## src/rtl/vec_ctrl_pkg.sv

```systemverilog
// Shared definitions for the vector control path: ALU operation codes,
// instruction opcodes and the beat-sequencer state encoding.
package vec_ctrl_pkg;

    typedef enum logic [2:0] {
        ALU_NOP  = 3'b000,
        ALU_PASS = 3'b001,
        ALU_ADD  = 3'b010,
        ALU_SUB  = 3'b011,
        ALU_MUL  = 3'b100,
        ALU_DIV  = 3'b101
    } aluop_e;

    localparam logic [3:0] OPC_PASS_0 = 4'b0000;
    localparam logic [3:0] OPC_PASS_1 = 4'b0001;
    localparam logic [3:0] OPC_PASS_4 = 4'b0100;
    localparam logic [3:0] OPC_PASS_C = 4'b1100;
    localparam logic [3:0] OPC_PASS_D = 4'b1101;
    localparam logic [3:0] OPC_PASS_E = 4'b1110;
    localparam logic [3:0] OPC_ADD    = 4'b1000;
    localparam logic [3:0] OPC_SUB    = 4'b1001;
    localparam logic [3:0] OPC_MUL    = 4'b1010;
    localparam logic [3:0] OPC_DIV    = 4'b1011;
    localparam logic [3:0] OPC_CMP_5  = 4'b0101;
    localparam logic [3:0] OPC_CMP_F  = 4'b1111;

    typedef enum logic [1:0] {
        ST_IDLE    = 2'd0,
        ST_ISSUE   = 2'd1,
        ST_DIVWAIT = 2'd2
    } seq_state_e;

endpackage

```

## src/rtl/alu_op_decoder.sv

```systemverilog
// Combinational opcode decoder: maps an instruction opcode to the ALU
// control code and whether the result is written back (compares are flags-only).
module alu_op_decoder
    import vec_ctrl_pkg::*;
#(
    parameter int OPC_W = 4
) (
    input  logic [OPC_W-1:0] opcode_i,
    output aluop_e           aluop_o,
    output logic             wb_en_o
);

    always_comb begin
        aluop_o = ALU_NOP;
        wb_en_o = 1'b0;
        case (opcode_i)
            OPC_W'(OPC_PASS_C), OPC_W'(OPC_PASS_D), OPC_W'(OPC_PASS_E),
            OPC_W'(OPC_PASS_4), OPC_W'(OPC_PASS_0), OPC_W'(OPC_PASS_1): begin
                aluop_o = ALU_PASS;
                wb_en_o = 1'b1;
            end
            OPC_W'(OPC_ADD): begin
                aluop_o = ALU_ADD;
                wb_en_o = 1'b1;
            end
            OPC_W'(OPC_SUB): begin
                aluop_o = ALU_SUB;
                wb_en_o = 1'b1;
            end
            OPC_W'(OPC_MUL): begin
                aluop_o = ALU_MUL;
                wb_en_o = 1'b1;
            end
            OPC_W'(OPC_DIV): begin
                aluop_o = ALU_DIV;
                wb_en_o = 1'b1;
            end
            OPC_W'(OPC_CMP_F), OPC_W'(OPC_CMP_5): begin
                aluop_o = ALU_SUB;
                wb_en_o = 1'b0;
            end
            default: begin
                aluop_o = ALU_NOP;
                wb_en_o = 1'b0;
            end
        endcase
    end

endmodule

```

## src/rtl/vec_alu_sequencer.sv

```systemverilog
// Vector ALU sequencer: accepts one opcode per handshake and issues it to the
// lane-parallel ALU as VLEN/LANES beats, spacing DIV beats by DIV_LAT cycles.
module vec_alu_sequencer
    import vec_ctrl_pkg::*;
#(
    parameter int OPC_W   = 4,
    parameter int ALUOP_W = 3,
    parameter int VLEN    = 16,
    parameter int LANES   = 4,
    parameter int DIV_LAT = 4,
    parameter int BEAT_W  = ((VLEN / LANES) > 1) ? $clog2(VLEN / LANES) : 1
) (
    input  logic               clk,
    input  logic               rst,
    input  logic               in_valid,
    output logic               in_ready,
    input  logic [OPC_W-1:0]   in_opcode,
    output logic               out_valid,
    input  logic               out_ready,
    output logic [ALUOP_W-1:0] out_aluop,
    output logic [BEAT_W-1:0]  out_beat,
    output logic               out_last,
    output logic               out_wb_en,
    output logic               busy
);

    localparam int                NBEATS    = VLEN / LANES;
    localparam int                WAIT_W    = $clog2(DIV_LAT + 1);
    localparam logic [BEAT_W-1:0] LAST_BEAT = BEAT_W'(NBEATS - 1);
    localparam logic [WAIT_W-1:0] WAIT_LOAD = WAIT_W'(DIV_LAT - 1);
    localparam bit                DIV_STALL = (DIV_LAT > 1);

    seq_state_e          state_q, state_d;
    logic [BEAT_W-1:0]   beat_q, beat_d;
    logic [WAIT_W-1:0]   wait_q, wait_d;
    aluop_e              aluop_q, aluop_d;
    logic                wbEn_q, wbEn_d;
    aluop_e              decAluop;
    logic                decWbEn;

    alu_op_decoder #(
        .OPC_W (OPC_W)
    ) u_decoder (
        .opcode_i (in_opcode),
        .aluop_o  (decAluop),
        .wb_en_o  (decWbEn)
    );

    always_ff @(posedge clk) begin
        if (rst) begin
            state_q <= ST_IDLE;
            beat_q  <= '0;
            wait_q  <= '0;
            aluop_q <= ALU_NOP;
            wbEn_q  <= 1'b0;
        end else begin
            state_q <= state_d;
            beat_q  <= beat_d;
            wait_q  <= wait_d;
            aluop_q <= aluop_d;
            wbEn_q  <= wbEn_d;
        end
    end

    // The beat index returns to 0 after the last beat so an idle sequencer shows beat 0.
    always_comb begin
        state_d = state_q;
        beat_d  = beat_q;
        wait_d  = wait_q;
        aluop_d = aluop_q;
        wbEn_d  = wbEn_q;
        case (state_q)
            ST_IDLE: begin
                if (in_valid) begin
                    aluop_d = decAluop;
                    wbEn_d  = decWbEn;
                    beat_d  = '0;
                    if (decAluop == ALU_NOP) begin
                        state_d = ST_IDLE;
                    end else if ((decAluop == ALU_DIV) && DIV_STALL) begin
                        state_d = ST_DIVWAIT;
                        wait_d  = WAIT_LOAD;
                    end else begin
                        state_d = ST_ISSUE;
                    end
                end
            end
            ST_DIVWAIT: begin
                wait_d = wait_q - WAIT_W'(1);
                if (wait_q <= WAIT_W'(1)) begin
                    state_d = ST_ISSUE;
                end
            end
            ST_ISSUE: begin
                if (out_ready) begin
                    if (beat_q == LAST_BEAT) begin
                        state_d = ST_IDLE;
                        beat_d  = '0;
                    end else begin
                        beat_d = beat_q + BEAT_W'(1);
                        if ((aluop_q == ALU_DIV) && DIV_STALL) begin
                            state_d = ST_DIVWAIT;
                            wait_d  = WAIT_LOAD;
                        end
                    end
                end
            end
            default: begin
                state_d = ST_IDLE;
            end
        endcase
    end

    // ALU control is gated so the datapath never sees a stale operation between beats.
    always_comb begin
        in_ready  = (state_q == ST_IDLE);
        out_valid = (state_q == ST_ISSUE);
        busy      = (state_q != ST_IDLE);
        out_beat  = beat_q;
        out_last  = 1'b0;
        out_aluop = '0;
        out_wb_en = 1'b0;
        if (state_q == ST_ISSUE) begin
            out_last  = (beat_q == LAST_BEAT);
            out_aluop = ALUOP_W'(aluop_q);
            out_wb_en = wbEn_q;
        end
    end

endmodule

```

## config.mk

```make
export PLATFORM = sky130hd
export DESIGN_NAME = vec_alu_sequencer
export DESIGN_NICKNAME = d
export VERILOG_FILES = /design/src/rtl/vec_ctrl_pkg.sv /design/src/rtl/alu_op_decoder.sv /design/src/rtl/vec_alu_sequencer.sv
export SDC_FILE = /design/constraint.sdc
export NUM_CORES = 1
export LEC_CHECK = 0
export BUFFER_PORTS_ARGS = -buffer_cell sky130_fd_sc_hd__clkbuf_2
export CAP_MARGIN = 0
export CORE_AREA = 2 2 48 50
export CTS_CLUSTER_DIAMETER = 40
export DETAILED_ROUTE_END_ITERATION = 6
export DIE_AREA = 0 0 50 52
export GPL_TIMING_DRIVEN = 0
export SKIP_LAST_GASP = 1
export SLEW_MARGIN = 0
export SYNTH_ARGS = -nofsm -noshare
export SYNTH_HDL_FRONTEND = slang
export SYNTH_SLANG_ARGS = --single-unit
```

## constraint.sdc

```tcl
create_clock -name clk -period 2.65 [get_ports clk]
set_input_delay 0.3975 -clock clk [delete_from_list [all_inputs] [get_ports clk]]
set_output_delay 0.3975 -clock clk [all_outputs]
set_load 0.02 [all_outputs]
```

; After elaboration in Yosys (flattened, before gate mapping)
; Memory sizes are Yosys's and may differ from the RTL's.
; Cells that the tools add are included.
[op_classes]
n_addsub = 2
order_cmp = 1
reduce_logical = 9
n_eq_ne = 13
mux = 22
[ops]
columns = op, count
row1 = $mux 3, 7
row2 = $mux 2, 10
row3 = $pmux 3 s3, 1
row4 = $ne 2x2->1 const B, 4
row5 = $reduce_and 7->1, 1
row6 = $eq 3x3->1 const B, 2
row7 = $ne 2x1->1 const B, 3
row8 = $pmux 2 s3, 1
row9 = $eq 2x2->1 const B, 2
row10 = $pmux 2 s2, 1
row11 = $reduce_and 4->1, 1
row12 = $reduce_bool 2->1, 2
row13 = $le 3x1->1 const B, 1
row14 = $logic_not 3->1, 1
row15 = $ne 3x1->1 const B, 1
row16 = $reduce_and 3->1, 1
row17 = $reduce_bool 3->1, 1
row18 = $sub 3x1->3 const B, 1
row19 = $add 2x1->2 const B, 1
row20 = $eq 2x1->1 const B, 1
row21 = $logic_not 2->1, 1
row22 = $mux 1, 2
row23 = $reduce_and 2->1, 1
[totals]
memories = 1
ff_bits = 11
out_inout_bits = 10
rom_bits = 64
[mem_list]
columns = name, depth, width, rd, rd_clocked_by_memory_dff, write_ports, line
row1 = (no name shown), 16, 4, 1, 0, 0, alu_op_decoder.sv:16  ; case (opcode_i)

; Depth between registers and ports, before layout
; An unclocked memory read counts as a cell.
[logic_depth]
depth_word = 6
ltp_mapped = 6
mapped_depth_nobuf = 5

; By module
; A second synthesis with hierarchy kept.
[unflattened]
hier_cells = 84
hier_area_um2 = 725.7
[by_module_without_submodules]
columns = mod, seq_area_each_um2, area_per_inst_um2, cells_each, n_inst
row1 = vec_alu_sequencer, 220.2, 653.1, 74, 1
row2 = alu_op_decoder, 0.0, 72.6, 10, 1

; Worst setup path after synthesis
; No wires, ideal clock.
[synth_timing]
kind = reg2out
from = reg beat_q[0], in the netlist out_beat[0]
to = out out_last
path_stages_with_launch = 3
t_arrival_ps = 961
setup_slack_ps = 1291
t_required_ps = 2253
cell_sequence = dfxtp_1 > ha_1 > and2_2
[synth_via]
elab_chain_len = 2
[synth_lines]
columns = element, line
row1 = from (decl), vec_alu_sequencer.sv:34  ; logic [BEAT_W-1:0] beat_q, beat_d;
row2 = from (signal assigned), vec_alu_sequencer.sv:58  ; beat_q <= beat_d;
row3 = $eq 2x2->1, vec_alu_sequencer.sv:124  ; out_last = (beat_q == LAST_BEAT);
row4 = $mux 1, vec_alu_sequencer.sv:123  ; if (state_q == ST_ISSUE) begin
row5 = to (decl), vec_alu_sequencer.sv:22  ; output logic out_last,
; Every way passes these cells.

; Worst setup path after layout
[layout_timing]
from = reg state_q[0]
to = out out_aluop[2]
[layout_via]
elab_chain_len = 2
[layout_lines]
columns = element, line
row1 = from (decl), vec_alu_sequencer.sv:33  ; seq_state_e state_q, state_d;
row2 = from (signal assigned), vec_alu_sequencer.sv:57  ; state_q <= state_d;
row3 = $eq 2x1->1, vec_alu_sequencer.sv:123
row4 = $mux 3, vec_alu_sequencer.sv:123
row5 = to (decl), vec_alu_sequencer.sv:20  ; output logic [ALUOP_W-1:0] out_aluop,
; Every way passes these cells.

==> results_dict.tcl <==
set metrics [dict create \
    port_buffers 16 \
    clk_latency_ps 270 \
    slowest_stage "dfxtp_1" \
    status "completed" \
    grt_usage_pct 13.8 \
    combPwrFrac_pct 30.5 \
    fin_crit_sh_pct 65.0 \
    cp_top_family "buffers and inverters" \
    arrival_ps 1320 \
    powerDensity_nw_per_um2 531 \
    antenna_found_initial 0 \
    p_int_mw 0.295 \
    ys_seq_area_share_pct 32.0 \
    yosys.area_share.xor_xnor_pct 1.27 \
    synth-edff-count 0 \
    final_layout_size_suffix_gt1_share_pct 27.9 \
    drt-vias-per-instance 4.94 \
    synth_flop_cell "dfxtp_1" \
    coreArea_sq_um 2110 \
    fin_nets 116 \
    holdWs_ps 427 \
    finalHoldViolations 0 \
    die_y_microns 52 \
    synth_nets 95 \
    worstSetupEndpointType "primary output" \
    avgRoutedWirePerCell_microns 11.4 \
    numCtsBuffers 3 \
    dp.cells 128 \
    p_leak_nw 0.361 \
    synth_fa_ha_area_share_pct 6.91 \
    critPathMaxStageDelay_ps 310 \
    cts.sinks 11 \
    stdcell_count 132 \
    critPathMaxFanout 9 \
    initialDrtViolationCount 15 \
    path_clk_slew_ps 70 \
    hold_start "in_opcode[1]" \
    num-fill-cells 227 \
    first_global_vias 615 \
    crit_chain "buf_6, nor2b_2, buf_6, and2_2, clkbuf_2" \
    ctsHoldBuffers 0 \
    fin_ws_ps 929 \
    synthMuxAreaShare_pct 1.45 \
    antenna_cells 0 \
    synth_top_family_by_area "simple AND/OR/NAND/NOR gates" \
    cts_root_buf "clkbuf_4" \
    wl_microns 1500 \
    ir_drop_mv 0.170 \
    routabilityCongestion 0.857 \
    finClkSkew_ps 2.60 \
    dp_hpwl_microns 1160 \
    period_needed_ps 1720 \
    grt-ovfl-total 0 \
    holdCritPathClass "primary input to flop" \
    yosys_warnings 0 \
    required_ps 2250 \
    synthCells 84 \
    grt_max_degree 11 \
    regArea_sq_um 220 \
    synth_compound_area_share_pct 22.2 \
    slew_headroom_pct 57.8 \
    crit_type "flop to primary output" \
    drt_drc_violations_left 0 \
    drt.antenna.violating_nets 0 \
    tritoncts "done" \
    drv_cap 0 \
    ys_ff_latch 11 \
    setup-violations-final 0 \
    synth.avg_cell_area_sq_um 8.19 \
    syn_to_final_growth_pct 20.5 \
    p_clk_share_pct 26.4 \
    start_util_pct 32.7 \
    cts_setup_buffers 0 \
    path_common_cell "buf_6" \
    vias 652 \
    fmax_ghz 0.581 \
    multi_input_area_sq_um 415 \
    p_sw_mw 0.146 \
    synth_async_sr_flop_share_pct 0 \
    start_kind "flop" \
    synthSimpleGateAreaFrac_pct 28.5 \
    grt_setup_unrepaired "no" \
    tightest_slew_ps 631 \
    rows 17 \
    yosysUniqueCellTypes 34 \
    cts_max_path_buffers 2 \
    switching_share_pct 33.1 \
    io-pin-count 18 \
    r2r-start "state_q[0]" \
    htreeDepth 1 \
    firstDrtPassIters 4 \
    grt_pass1_wl_microns 2630 \
    crit_start "state_q[0]" \
    power_frac_seq_pct 43.1 \
    cts_resized 0 \
    die_w_microns 50 \
    syn_area_sq_um 688 \
    tns_ps 0 \
    drv_slew 0 \
    path_buf_inv 3 \
    die-area_sq_um 2600 \
    pre_cts_slack_ps 1080 \
]
cells by family after synthesis:
group | after synthesis
xor+xnor | 1
simple gates | 34
mux | 1
flops | 11
compound gates | 23
buf+inv | 10
fa+ha+maj | 4
worst paths after layout:
check,to,slack [ps],depth (start not counted)
max,out_aluop[2],930,5
min reg2reg,aluop_q[2],480,2
max reg2reg,out_beat[1],1170,5
min,aluop_q[1],430,3
placed cells by master, fill, tap and decap left out, types with 3 or more instances in the layout:
| cell type | count |
|---|---|
| a21oi_1 | 7 |
| ha_1 | 3 |
| nand2_1 | 7 |
| clkbuf_4 | 3 |
| inv_1 | 7 |
| clkbuf_2 | 16 |
| and2_2 | 5 |
| o21ai_0 | 4 |
| nor3_1 | 3 |
| dfxtp_1 | 11 |
| nor2_1 | 8 |
tightest hold or removal path: cells and delay by family:
kind | cells | cell delay (ps)
compound gates | 1 | 70
buf+inv | 1 | 110
simple gates | 1 | 70
layer usage:
metal  part of all wire (%)  vias to the layer above  GRT usage (%)
met1                     45                      295           15.6
met4                    2.7                        0           10.6
met3                    2.9                        4           3.45
li1                       -                      336              -
met2                     49                       17           22.1
met5                      0                        -              0
final cells by class:
class | instances | area share, %
Multi-Input combinational cell | 63 | 50.1
Timing Repair Buffer | 16 | 9.65
Buffer | 3 | 3.17
Clock buffer | 4 | 3.17
Tap cell | 28 | 4.22
Sequential cell | 11 | 26.5
Inverter | 7 | 3.17
per-stage QoR:
stage / instance area, sq um / utilization, % / power (mW)
floorplan: 688 / - / 0.292
global placement: 803 / 38.1 / 0.325
detailed placement: 803 / 38.1 / 0.329
CTS: 830 / 39.4 / 0.447
global route: 830 / 39.4 / 0.474
finish: 830 / 39.4 / 0.441
registers in the layout (all words and copies together), names as in the netlist:
register,cells
out_beat,2
wbEn_q,1
wait_q,3
aluop_q,3
state_q,2
power groups by stage:
stage / combinational (mW) / clock, mW / sequential [mW]
after floorplan: 0.0990 / 0 / 0.193
after global placement: 0.132 / 0 / 0.193
after detailed placement: 0.135 / 0 / 0.194
after CTS: 0.136 / 0.122 / 0.190
after global routing: 0.152 / 0.129 / 0.192
final: 0.134 / 0.117 / 0.190
synth_stat cells (2+ instances only):
cell type,n,area (sq um)
a21oi_1,7,35.0
a31oi_1,2,12.5
and2_2,5,37.5
buf_6,2,22.5
dfxtp_1,11,220
ha_1,3,37.5
inv_1,7,26.3
nand2_1,7,26.3
nand3b_1,2,15.0
nand4_1,2,12.5
nor2_1,8,30.0
nor3_1,3,15.0
o21ai_0,4,20.0
(Power assumes the default switching activity.)
